--- src/rtl/lockstep_run_monitor_pkg.sv ---
// Shared state encodings and FIFO sizing helpers for the lockstep run monitor.
package lockstep_pkg;

    localparam int unsigned ST_W = 3;

    typedef logic [ST_W-1:0] mon_state_t;

    localparam mon_state_t ST_IDLE     = 3'd0;
    localparam mon_state_t ST_RUN      = 3'd1;
    localparam mon_state_t ST_DRAIN    = 3'd2;
    localparam mon_state_t ST_DONE     = 3'd3;
    localparam mon_state_t ST_TIMEOUT  = 3'd4;
    localparam mon_state_t ST_MISMATCH = 3'd5;
    localparam mon_state_t ST_OVERFLOW = 3'd6;

    localparam int unsigned DEFAULT_FIFO_DEPTH = 4;

    // One extra pointer bit beyond the index distinguishes full from empty.
    function automatic int unsigned fifo_ptr_w(input int unsigned depth);
        return $clog2(depth) + 1;
    endfunction

    localparam int unsigned DEFAULT_FIFO_PTR_W = fifo_ptr_w(DEFAULT_FIFO_DEPTH);

    function automatic logic is_terminal(input mon_state_t st);
        return (st == ST_DONE) || (st == ST_TIMEOUT) ||
               (st == ST_MISMATCH) || (st == ST_OVERFLOW);
    endfunction

endpackage

--- src/rtl/lockstep_run_monitor_if.sv ---
// Control, commit-trace and status bundle between the bench and the run monitor.
interface lockstep_run_monitor_if #(
    parameter int unsigned NUM_CORES = 2,
    parameter int unsigned TRACE_W   = 32,
    parameter int unsigned CNT_W     = 16
);
    logic                           start;
    logic [NUM_CORES-1:0]           stop_i;
    logic [NUM_CORES-1:0]           commit_valid_i;
    logic [NUM_CORES*TRACE_W-1:0]   commit_data_i;

    logic                           busy;
    logic                           done;
    logic                           timeout;
    logic                           mismatch;
    logic                           overflow;
    logic [NUM_CORES-1:0]           mismatch_mask;
    logic [CNT_W-1:0]               cycle_count;
    logic [CNT_W-1:0]               compare_count;
    logic                           finish;

    modport master (
        output start, stop_i, commit_valid_i, commit_data_i,
        input  busy, done, timeout, mismatch, overflow,
               mismatch_mask, cycle_count, compare_count, finish
    );

    modport slave (
        input  start, stop_i, commit_valid_i, commit_data_i,
        output busy, done, timeout, mismatch, overflow,
               mismatch_mask, cycle_count, compare_count, finish
    );

endinterface

--- src/rtl/lockstep_run_monitor_trace_fifo.sv ---
// Per-core commit FIFO; push/pop are guarded so an illegal request never corrupts pointers.
module trace_fifo
    import lockstep_pkg::*;
#(
    parameter int unsigned TRACE_W    = 32,
    parameter int unsigned FIFO_DEPTH = 4
) (
    input  logic               clk,
    input  logic               reset,
    input  logic               clear,
    input  logic               push,
    input  logic               pop,
    input  logic [TRACE_W-1:0] din,
    output logic [TRACE_W-1:0] dout,
    output logic               empty,
    output logic               full
);

    localparam int unsigned PTR_W = fifo_ptr_w(FIFO_DEPTH);
    localparam int unsigned IDX_W = PTR_W - 1;

    logic [PTR_W-1:0]   wr_ptr_q, wr_ptr_d;
    logic [PTR_W-1:0]   rd_ptr_q, rd_ptr_d;
    logic [TRACE_W-1:0] mem_q [FIFO_DEPTH];
    logic [TRACE_W-1:0] mem_d [FIFO_DEPTH];
    logic               do_push, do_pop;

    assign empty = (wr_ptr_q == rd_ptr_q);
    assign full  = (wr_ptr_q[IDX_W-1:0] == rd_ptr_q[IDX_W-1:0]) &&
                   (wr_ptr_q[IDX_W] != rd_ptr_q[IDX_W]);
    assign dout  = mem_q[rd_ptr_q[IDX_W-1:0]];

    always_comb begin
        do_pop   = pop && !empty;
        do_push  = push && (!full || do_pop);
        mem_d    = mem_q;
        wr_ptr_d = wr_ptr_q + PTR_W'(do_push);
        rd_ptr_d = rd_ptr_q + PTR_W'(do_pop);
        if (do_push) begin
            mem_d[wr_ptr_q[IDX_W-1:0]] = din;
        end
        if (clear) begin
            wr_ptr_d = '0;
            rd_ptr_d = '0;
        end
    end

    always_ff @(posedge clk or posedge reset) begin
        if (reset) begin
            wr_ptr_q <= '0;
            rd_ptr_q <= '0;
            for (int unsigned i = 0; i < FIFO_DEPTH; i++) begin
                mem_q[i] <= '0;
            end
        end else begin
            wr_ptr_q <= wr_ptr_d;
            rd_ptr_q <= rd_ptr_d;
            mem_q    <= mem_d;
        end
    end

endmodule

--- src/rtl/lockstep_run_monitor.sv ---
// Lockstep run monitor: buffers per-core commit traces, compares heads against core 0,
// and bounds the run with a watchdog; status is decoded from the registered state.
module lockstep_run_monitor
    import lockstep_pkg::*;
#(
    parameter int unsigned NUM_CORES  = 2,
    parameter int unsigned TRACE_W    = 32,
    parameter int unsigned FIFO_DEPTH = 4,
    parameter int unsigned MAX_CYCLES = 500,
    parameter int unsigned CNT_W      = 16,
    parameter int unsigned STOP_ALL   = 0
) (
    input logic                    clk,
    input logic                    reset,
    lockstep_run_monitor_if.slave  mon
);

    mon_state_t           state_q, state_d;
    logic [NUM_CORES-1:0] sticky_q, sticky_d;
    logic [NUM_CORES-1:0] mask_q, mask_d;
    logic [CNT_W-1:0]     cyc_q, cyc_d;
    logic [CNT_W-1:0]     cmp_q, cmp_d;
    logic                 finish_q, finish_d;

    logic                 run, clear, fire, stop_cond;
    logic [NUM_CORES-1:0] push, empty, full, diff, ovf;
    logic [TRACE_W-1:0]   head [NUM_CORES];

    assign run   = (state_q == ST_RUN) || (state_q == ST_DRAIN);
    assign clear = mon.start && !run;
    assign push  = run ? mon.commit_valid_i : '0;
    assign fire  = run && (empty == '0);

    for (genvar gi = 0; gi < NUM_CORES; gi++) begin : g_fifo
        trace_fifo #(
            .TRACE_W    (TRACE_W),
            .FIFO_DEPTH (FIFO_DEPTH)
        ) u_fifo (
            .clk   (clk),
            .reset (reset),
            .clear (clear),
            .push  (push[gi]),
            .pop   (fire),
            .din   (mon.commit_data_i[gi*TRACE_W +: TRACE_W]),
            .dout  (head[gi]),
            .empty (empty[gi]),
            .full  (full[gi])
        );
    end

    always_comb begin
        diff = '0;
        ovf  = '0;
        for (int unsigned c = 0; c < NUM_CORES; c++) begin
            diff[c] = fire && (head[c] != head[0]);
            // A full FIFO may still accept a push when the group pops on the same edge.
            ovf[c]  = push[c] && full[c] && !fire;
        end
        if (STOP_ALL != 0) begin
            stop_cond = &(sticky_q | mon.stop_i);
        end else begin
            stop_cond = |mon.stop_i;
        end
    end

    always_comb begin
        state_d  = state_q;
        sticky_d = sticky_q;
        mask_d   = mask_q;
        cyc_d    = cyc_q;
        cmp_d    = cmp_q;
        finish_d = 1'b0;

        if (!run) begin
            if (mon.start) begin
                state_d  = ST_RUN;
                sticky_d = '0;
                mask_d   = '0;
                cyc_d    = '0;
                cmp_d    = '0;
            end
        end else begin
            sticky_d = sticky_q | mon.stop_i;
            if (fire && (diff == '0)) begin
                cmp_d = cmp_q + CNT_W'(1);
            end

            if (ovf != '0) begin
                state_d = ST_OVERFLOW;
                mask_d  = ovf;
            end else if (diff != '0) begin
                state_d = ST_MISMATCH;
                mask_d  = diff;
            end else if ((state_q == ST_DRAIN) && !fire && (empty != '1)) begin
                state_d = ST_MISMATCH;
                mask_d  = ~empty;
            end else if (cyc_q == CNT_W'(MAX_CYCLES - 1)) begin
                state_d = ST_TIMEOUT;
            end else if ((state_q == ST_DRAIN) && !fire) begin
                state_d = ST_DONE;
            end else if ((state_q == ST_RUN) && stop_cond) begin
                state_d = ST_DRAIN;
            end

            // The exit edge is not counted, so cycle_count freezes at the watchdog limit.
            if (is_terminal(state_d)) begin
                finish_d = 1'b1;
            end else if (cyc_q != '1) begin
                cyc_d = cyc_q + CNT_W'(1);
            end
        end
    end

    always_ff @(posedge clk or posedge reset) begin
        if (reset) begin
            state_q  <= ST_IDLE;
            sticky_q <= '0;
            mask_q   <= '0;
            cyc_q    <= '0;
            cmp_q    <= '0;
            finish_q <= 1'b0;
        end else begin
            state_q  <= state_d;
            sticky_q <= sticky_d;
            mask_q   <= mask_d;
            cyc_q    <= cyc_d;
            cmp_q    <= cmp_d;
            finish_q <= finish_d;
        end
    end

    assign mon.busy          = run;
    assign mon.done          = (state_q == ST_DONE);
    assign mon.timeout       = (state_q == ST_TIMEOUT);
    assign mon.mismatch      = (state_q == ST_MISMATCH);
    assign mon.overflow      = (state_q == ST_OVERFLOW);
    assign mon.mismatch_mask = mask_q;
    assign mon.cycle_count   = cyc_q;
    assign mon.compare_count = cmp_q;
    assign mon.finish        = finish_q;

endmodule

--- src/flat_wrapper.sv ---
// flat-port wrapper written by rule: the top's interface ports become plain ports
module lockstep_run_monitor_flat import lockstep_pkg::*;
#(
    parameter int unsigned NUM_CORES  = 2,
    parameter int unsigned TRACE_W    = 32,
    parameter int unsigned FIFO_DEPTH = 4,
    parameter int unsigned MAX_CYCLES = 500,
    parameter int unsigned CNT_W      = 16,
    parameter int unsigned STOP_ALL   = 0
)
  (clk, reset, mon_start, mon_stop_i, mon_commit_valid_i, mon_commit_data_i, mon_busy, mon_done, mon_timeout, mon_mismatch, mon_overflow, mon_mismatch_mask, mon_cycle_count, mon_compare_count, mon_finish);
  lockstep_run_monitor_if #(.NUM_CORES(NUM_CORES), .TRACE_W(TRACE_W), .CNT_W(CNT_W)) mon_i ();
  input logic clk;
  input logic reset;
  input wire logic [$bits(mon_i.start)-1:0] mon_start;
  input wire logic [$bits(mon_i.stop_i)-1:0] mon_stop_i;
  input wire logic [$bits(mon_i.commit_valid_i)-1:0] mon_commit_valid_i;
  input wire logic [$bits(mon_i.commit_data_i)-1:0] mon_commit_data_i;
  output wire logic [$bits(mon_i.busy)-1:0] mon_busy;
  output wire logic [$bits(mon_i.done)-1:0] mon_done;
  output wire logic [$bits(mon_i.timeout)-1:0] mon_timeout;
  output wire logic [$bits(mon_i.mismatch)-1:0] mon_mismatch;
  output wire logic [$bits(mon_i.overflow)-1:0] mon_overflow;
  output wire logic [$bits(mon_i.mismatch_mask)-1:0] mon_mismatch_mask;
  output wire logic [$bits(mon_i.cycle_count)-1:0] mon_cycle_count;
  output wire logic [$bits(mon_i.compare_count)-1:0] mon_compare_count;
  output wire logic [$bits(mon_i.finish)-1:0] mon_finish;
  assign mon_i.start = mon_start;
  assign mon_i.stop_i = mon_stop_i;
  assign mon_i.commit_valid_i = mon_commit_valid_i;
  assign mon_i.commit_data_i = mon_commit_data_i;
  assign mon_busy = mon_i.busy;
  assign mon_done = mon_i.done;
  assign mon_timeout = mon_i.timeout;
  assign mon_mismatch = mon_i.mismatch;
  assign mon_overflow = mon_i.overflow;
  assign mon_mismatch_mask = mon_i.mismatch_mask;
  assign mon_cycle_count = mon_i.cycle_count;
  assign mon_compare_count = mon_i.compare_count;
  assign mon_finish = mon_i.finish;
  lockstep_run_monitor #(.NUM_CORES(NUM_CORES), .TRACE_W(TRACE_W), .FIFO_DEPTH(FIFO_DEPTH), .MAX_CYCLES(MAX_CYCLES), .CNT_W(CNT_W), .STOP_ALL(STOP_ALL)) u_core (.clk(clk), .reset(reset), .mon(mon_i));
endmodule
--- config.mk ---
export PLATFORM = sky130hd
export DESIGN_NAME = lockstep_run_monitor_flat
export DESIGN_NICKNAME = d
export VERILOG_FILES = /design/src/rtl/lockstep_run_monitor_pkg.sv /design/src/rtl/lockstep_run_monitor_if.sv /design/src/rtl/lockstep_run_monitor_trace_fifo.sv /design/src/rtl/lockstep_run_monitor.sv /design/src/flat_wrapper.sv
export SDC_FILE = /design/constraint.sdc
export NUM_CORES = 1
export LEC_CHECK = 0
export CORE_MARGIN = 1
export CORE_UTILIZATION = 51
export DETAILED_ROUTE_END_ITERATION = 16
export GPL_ROUTABILITY_DRIVEN = 0
export PLACE_DENSITY_LB_ADDON = 0.25
export SLEW_MARGIN = 0
export SYNTH_ARGS = -nofsm -noshare
export SYNTH_HDL_FRONTEND = slang
export SYNTH_HIERARCHICAL = 1
export SYNTH_SLANG_ARGS = --single-unit
--- constraint.sdc ---
create_clock -name clk -period 9.8 [get_ports clk]
set_clock_uncertainty 0.2 [all_clocks]
set_input_delay 0.98 -clock clk [delete_from_list [all_inputs] [get_ports clk]]
set_output_delay 0.98 -clock clk [all_outputs]
set_load 0.01 [all_outputs]
# After elaboration in Yosys (flattened, before gate mapping)
# Cells that the tools add are included.
# word_totals
out_inout_bits	40
in_bits	71
word_cells	136
register_bits	306
# classes
addsub	6
n_bitwise	5
order_cmp	6
eq_ne	24
n_reduce_logical	39
muxes	39
# ops
cell	n
$bwmux W128	2
$mux W32	6
$bmux W32 S2	2
$demux W32 S2	2
$mux W16	6
$mux W3	13
$add A16 B1 Y16 const B	2
$ne A32 B32 Y1	1
$logic_and A1 B1 Y1	19
$eq A3 B3 Y1 const B	6
$eq A16 B9 Y1 const B	1
$ne A16 B16 Y1 const B	1
$add A3 B1 Y3	4
$ge A3 B3 Y1 const B	4
$mux W2	6
$not A2 Y3	4
$eq A3 B2 Y1 const B	3
$ne A2 B2 Y1 const B	4
$eq A3 B3 Y1	2
$logic_not A1 Y1	6
$logic_or A1 B1 Y1	6
$lt A3 B1 Y1 const B	2
$eq A2 B2 Y1	2
$logic_not A2 Y1	2
other kinds (9)	13

# Logic depth before layout (Yosys ltp)
# logic_depth
depth_word	17
ltp_mapped	13
depth_no_buf	10

# Cells and area by module
# Netlist, hierarchy kept.
# by_module_without_submodules
mod	seq_area_each_um2	area_each_um2	instances	cells_each
trace_fifo (u_core.g_fifo[0].u_fifo)	3353.2	6388.6	1	345
trace_fifo (u_core.g_fifo[1].u_fifo)	3353.2	6374.9	1	345
lockstep_run_monitor	950.9	2522.4	1	293

# Least setup slack after synthesis
# No wires, ideal clock.
# synth_timing
path_kind	register to register
startpoint	register u_core.g_fifo[0].u_fifo.rd_ptr_q[0]
endpoint	register u_core.cyc_q[13], in the netlist u_core/mon.cycle_count[13]
setup_slack_ns	6.279
required_time_ns	9.522
n_path_buf	3
t_arrival_ns	3.243
setup_time_ns	0.078
period_less_slack_ns	3.521
path_stages_with_launch	12
path_cell_list	dfrtp_1 > buf_2 > buf_2 > mux4_2 > xnor2_1 > nand4_1 > nor4_1 > a31oi_1 > o21a_1 > buf_6 > or4_1 > a21oi_1
# synth_rtl
item	line	text
from (decl)	lockstep_run_monitor_trace_fifo.sv:23	logic [PTR_W-1:0] rd_ptr_q, rd_ptr_d;
from (signal assigned)	lockstep_run_monitor_trace_fifo.sv:57	rd_ptr_q <= rd_ptr_d;
to (signal assigned)	lockstep_run_monitor.sv:126	cyc_q <= cyc_d;
to (decl)	lockstep_run_monitor.sv:21	logic [CNT_W-1:0] cyc_q, cyc_d;

==> results.cfg <==
[status]
outcome = completed

[pwr]
p_leak_nw = 7.51
ir_drop_uv = 166
powerDensity_nw_per_um2 = 323
p_total_mw = 5.71

[routing]
routed-via-count = 8435
wire_per_inst_um = 22.0
final_antenna_net_count = 0
drtIter0Drc = 540
drc = 0
dr.pass1.iters = 4
viasPerCell = 5.62
wl_mm = 33.0

[floorplanning]
ios = 111
core_area_um2 = 29600
die_area_um2 = 30700
fp-row-count = 63
die_w_um = 175
die_h_um = 175
initial_core_util_pct = 51.7

[sta]
fmax_mhz = 188
report.final.slew_viol_count = 0
setup_tns_ns = 0
worst_slew_pin_slew_ns = 1.28
post-route-min-period_ns = 5.33
hold_viol_final = 0
max-slew-margin-rel_pct = 14.2
setup_slack_ns = 4.47
grt_setup_unrepaired = no
whs_ns = 0.281
period_share_pct = 54.4
setup_viol = 0

[finish]
syn_to_final_growth_pct = 15.6
drive_gt1_share_pct = 36.0
utilization_pct = 59.8
stdcell_count = 1501
fin_area_um2 = 17700
final_net_count = 1167

[placed_design]
portBuffers = 110
place_inst = 1439
place_ws_ns = 4.30
dpl-instance-area_um2 = 16500
hpwlAfterDp_mm = 20.8

[worst_setup_path]
cp_num_buf_inv = 1
ff2ff_setup_slack_ns = 4.47
critPathRequiredTime_ns = 10.00
path_delay_family = simple AND/OR/NAND/NOR gates
reg2reg_to = u_core/mon.cycle_count[6]
worstPathArrival_ns = 5.54
start_kind = register
path_class = reg -> reg
rr_worst_depth = 9
slowest_delay_ns = 1.04
critical_path.cell_chain = buf_4, mux4_2, xnor2_1, nand4_1, nor4_1, a31oi_1, o21a_1, or4_1, a21oi_1
crit_path_start = u_core/g_fifo[1].u_fifo/rd_ptr_q[0]
end_kind = register
crit_path_end = u_core/mon.cycle_count[6]
crit_fanout = 32
crit_cells = 9
cp_slowest_cell = nor4_1
r2r_start = u_core/g_fifo[1].u_fifo/rd_ptr_q[0]

[synthesis]
synthTopCellsByArea = dfrtp_1 (50%), mux2_4 (21%), mux4_2 (9.4%)
async_reset_ff_share_pct = 100
ys_ff_latch = 306
synth_top_area_share_pct = 50.1
yosysSeqAreaShare_pct = 50.1
synth_edf_count = 0
synth_fp_nets = 1064
synth_common_cells = dfrtp_1 (306), mux2_4 (216), mux4_2 (64)
synthFlopType = dfrtp_1
synth_area_per_cell_um2 = 15.6
synth_area_um2 = 15300
synth.most_common_cell = dfrtp_1
syn_inst = 983
synth_top_area_cell = dfrtp_1
yosysWarningCount = 6
ys_types = 57

[min_path]
hold_start = u_core/g_fifo[0].u_fifo/mem_q[63]
hold_class = reg -> reg

[global_route]
grt_max_degree = 81
grt_pass1_vias = 9178
grt_pass1_wl_mm = 54.0
overflow = 0
grt_use_total_pct = 22.8
antenna_found_initial = 0

[cts]
insertion_delay_ns = 0.51
cts_setup_buffers = 0
ctsRootBufferMaster = clkbuf_16
cts.htree.levels = 2
numCtsBuffers = 35
cts_resized = 0
cts_hold_buf = 0
cts_buffer_depth = 3
clk_pin_slew_ns = 0.06
clock_sinks = 306
cts_tree = done

[run]
maxCapViolations = 0
cell type report:
| cell class | count | area [um2] |
|---|---|---|
| clock buffers | 51 | 1040 |
| fillers | 2266 | 11900 |
| clock inverters | 10 | 168 |
| multi-input cells | 604 | 7040 |
| flip-flops and latches | 306 | 7660 |
| inverters | 15 | 73.8 |
| diodes | 1 | 2.50 |
| well taps | 390 | 488 |
| repair buffers | 124 | 1210 |
power by group:
part           total [mW]  internal, mW  switching [mW]
combinational        2.19          1.34           0.848
clock                1.36         0.841           0.515
sequential           2.17          1.83           0.339
total                5.71          4.01            1.70
state kept, by name (all words and copies together), names as in the netlist:
signal,count
u_core/state_q,3
u_core/g_fifo.u_fifo/rd_ptr_q,6
u_core/g_fifo.u_fifo/wr_ptr_q,6
u_core/mon.mismatch_mask,2
u_core/g_fifo.u_fifo/mem_q,256
u_core/mon.finish,1
u_core/mon.compare_count,16
u_core/mon.cycle_count,16
worst min path at each step:
stage	endpoint	depth (start not counted)	slack, ns
finish	u_core/g_fifo[0].u_fifo/mem_q[63]	1	0.28
global route	u_core/g_fifo[0].u_fifo/mem_q[29]	1	0.30
CTS	u_core/g_fifo[0].u_fifo/mem_q[63]	1	0.28
detailed placement	u_core/g_fifo[0].u_fifo/mem_q[63]	1	0.27
global placement	u_core/g_fifo[0].u_fifo/mem_q[94]	1	0.26
floorplan	u_core/g_fifo[0].u_fifo/mem_q[62]	1	0.25
placed cells by master, fill, tap and decap left out, types with 3 or more instances in the layout:
master	count
o21ai_0	11
xnor2_1	45
ha_1	10
and2_1	6
nand4_1	16
buf_4	14
dfrtp_1	304
mux2_4	216
xor2_1	3
nand2_1	28
mux2_1	9
nor4_1	4
a21oi_1	21
xnor2_2	4
clkbuf_1	7
o31ai_1	6
nand3_1	7
nor3_1	10
clkbuf_8	8
nor2b_1	11
bufinv_16	4
o211ai_1	3
clkinv_2	3
mux2_2	31
a31oi_1	4
nor3b_1	4
o21ai_1	6
or4_1	6
nor2_1	27
and4b_2	4
clkdlybuf4s50_1	110
mux4_2	64
and3_2	3
and4_1	3
clkbuf_16	36
or3_1	14
and3_1	6
inv_1	11
metal layers:
metal	GRT usage (%)	part of all wire, %	vias to the layer above	routed length [um]
li1	-	-	3817	-
met1	33.2	47	4415	15600
met5	0	0	-	0
met3	3.50	4.5	40	1490
met2	36.2	46	163	15300
met4	4.64	1.5	0	510
cells by family after synthesis:
family                     after synthesis  synth area share [%]
AOI/OAI and AO/OA                       61                  2.36
xor gates and xnor gates                52                  3.18
adders and majority gates               10                 0.819
buffers and inverters                   73                  3.95
DFF                                    306                  50.1
muxes                                  321                  33.7
and+or+nand+nor                        160                  5.95
(Power assumes the default switching activity.)
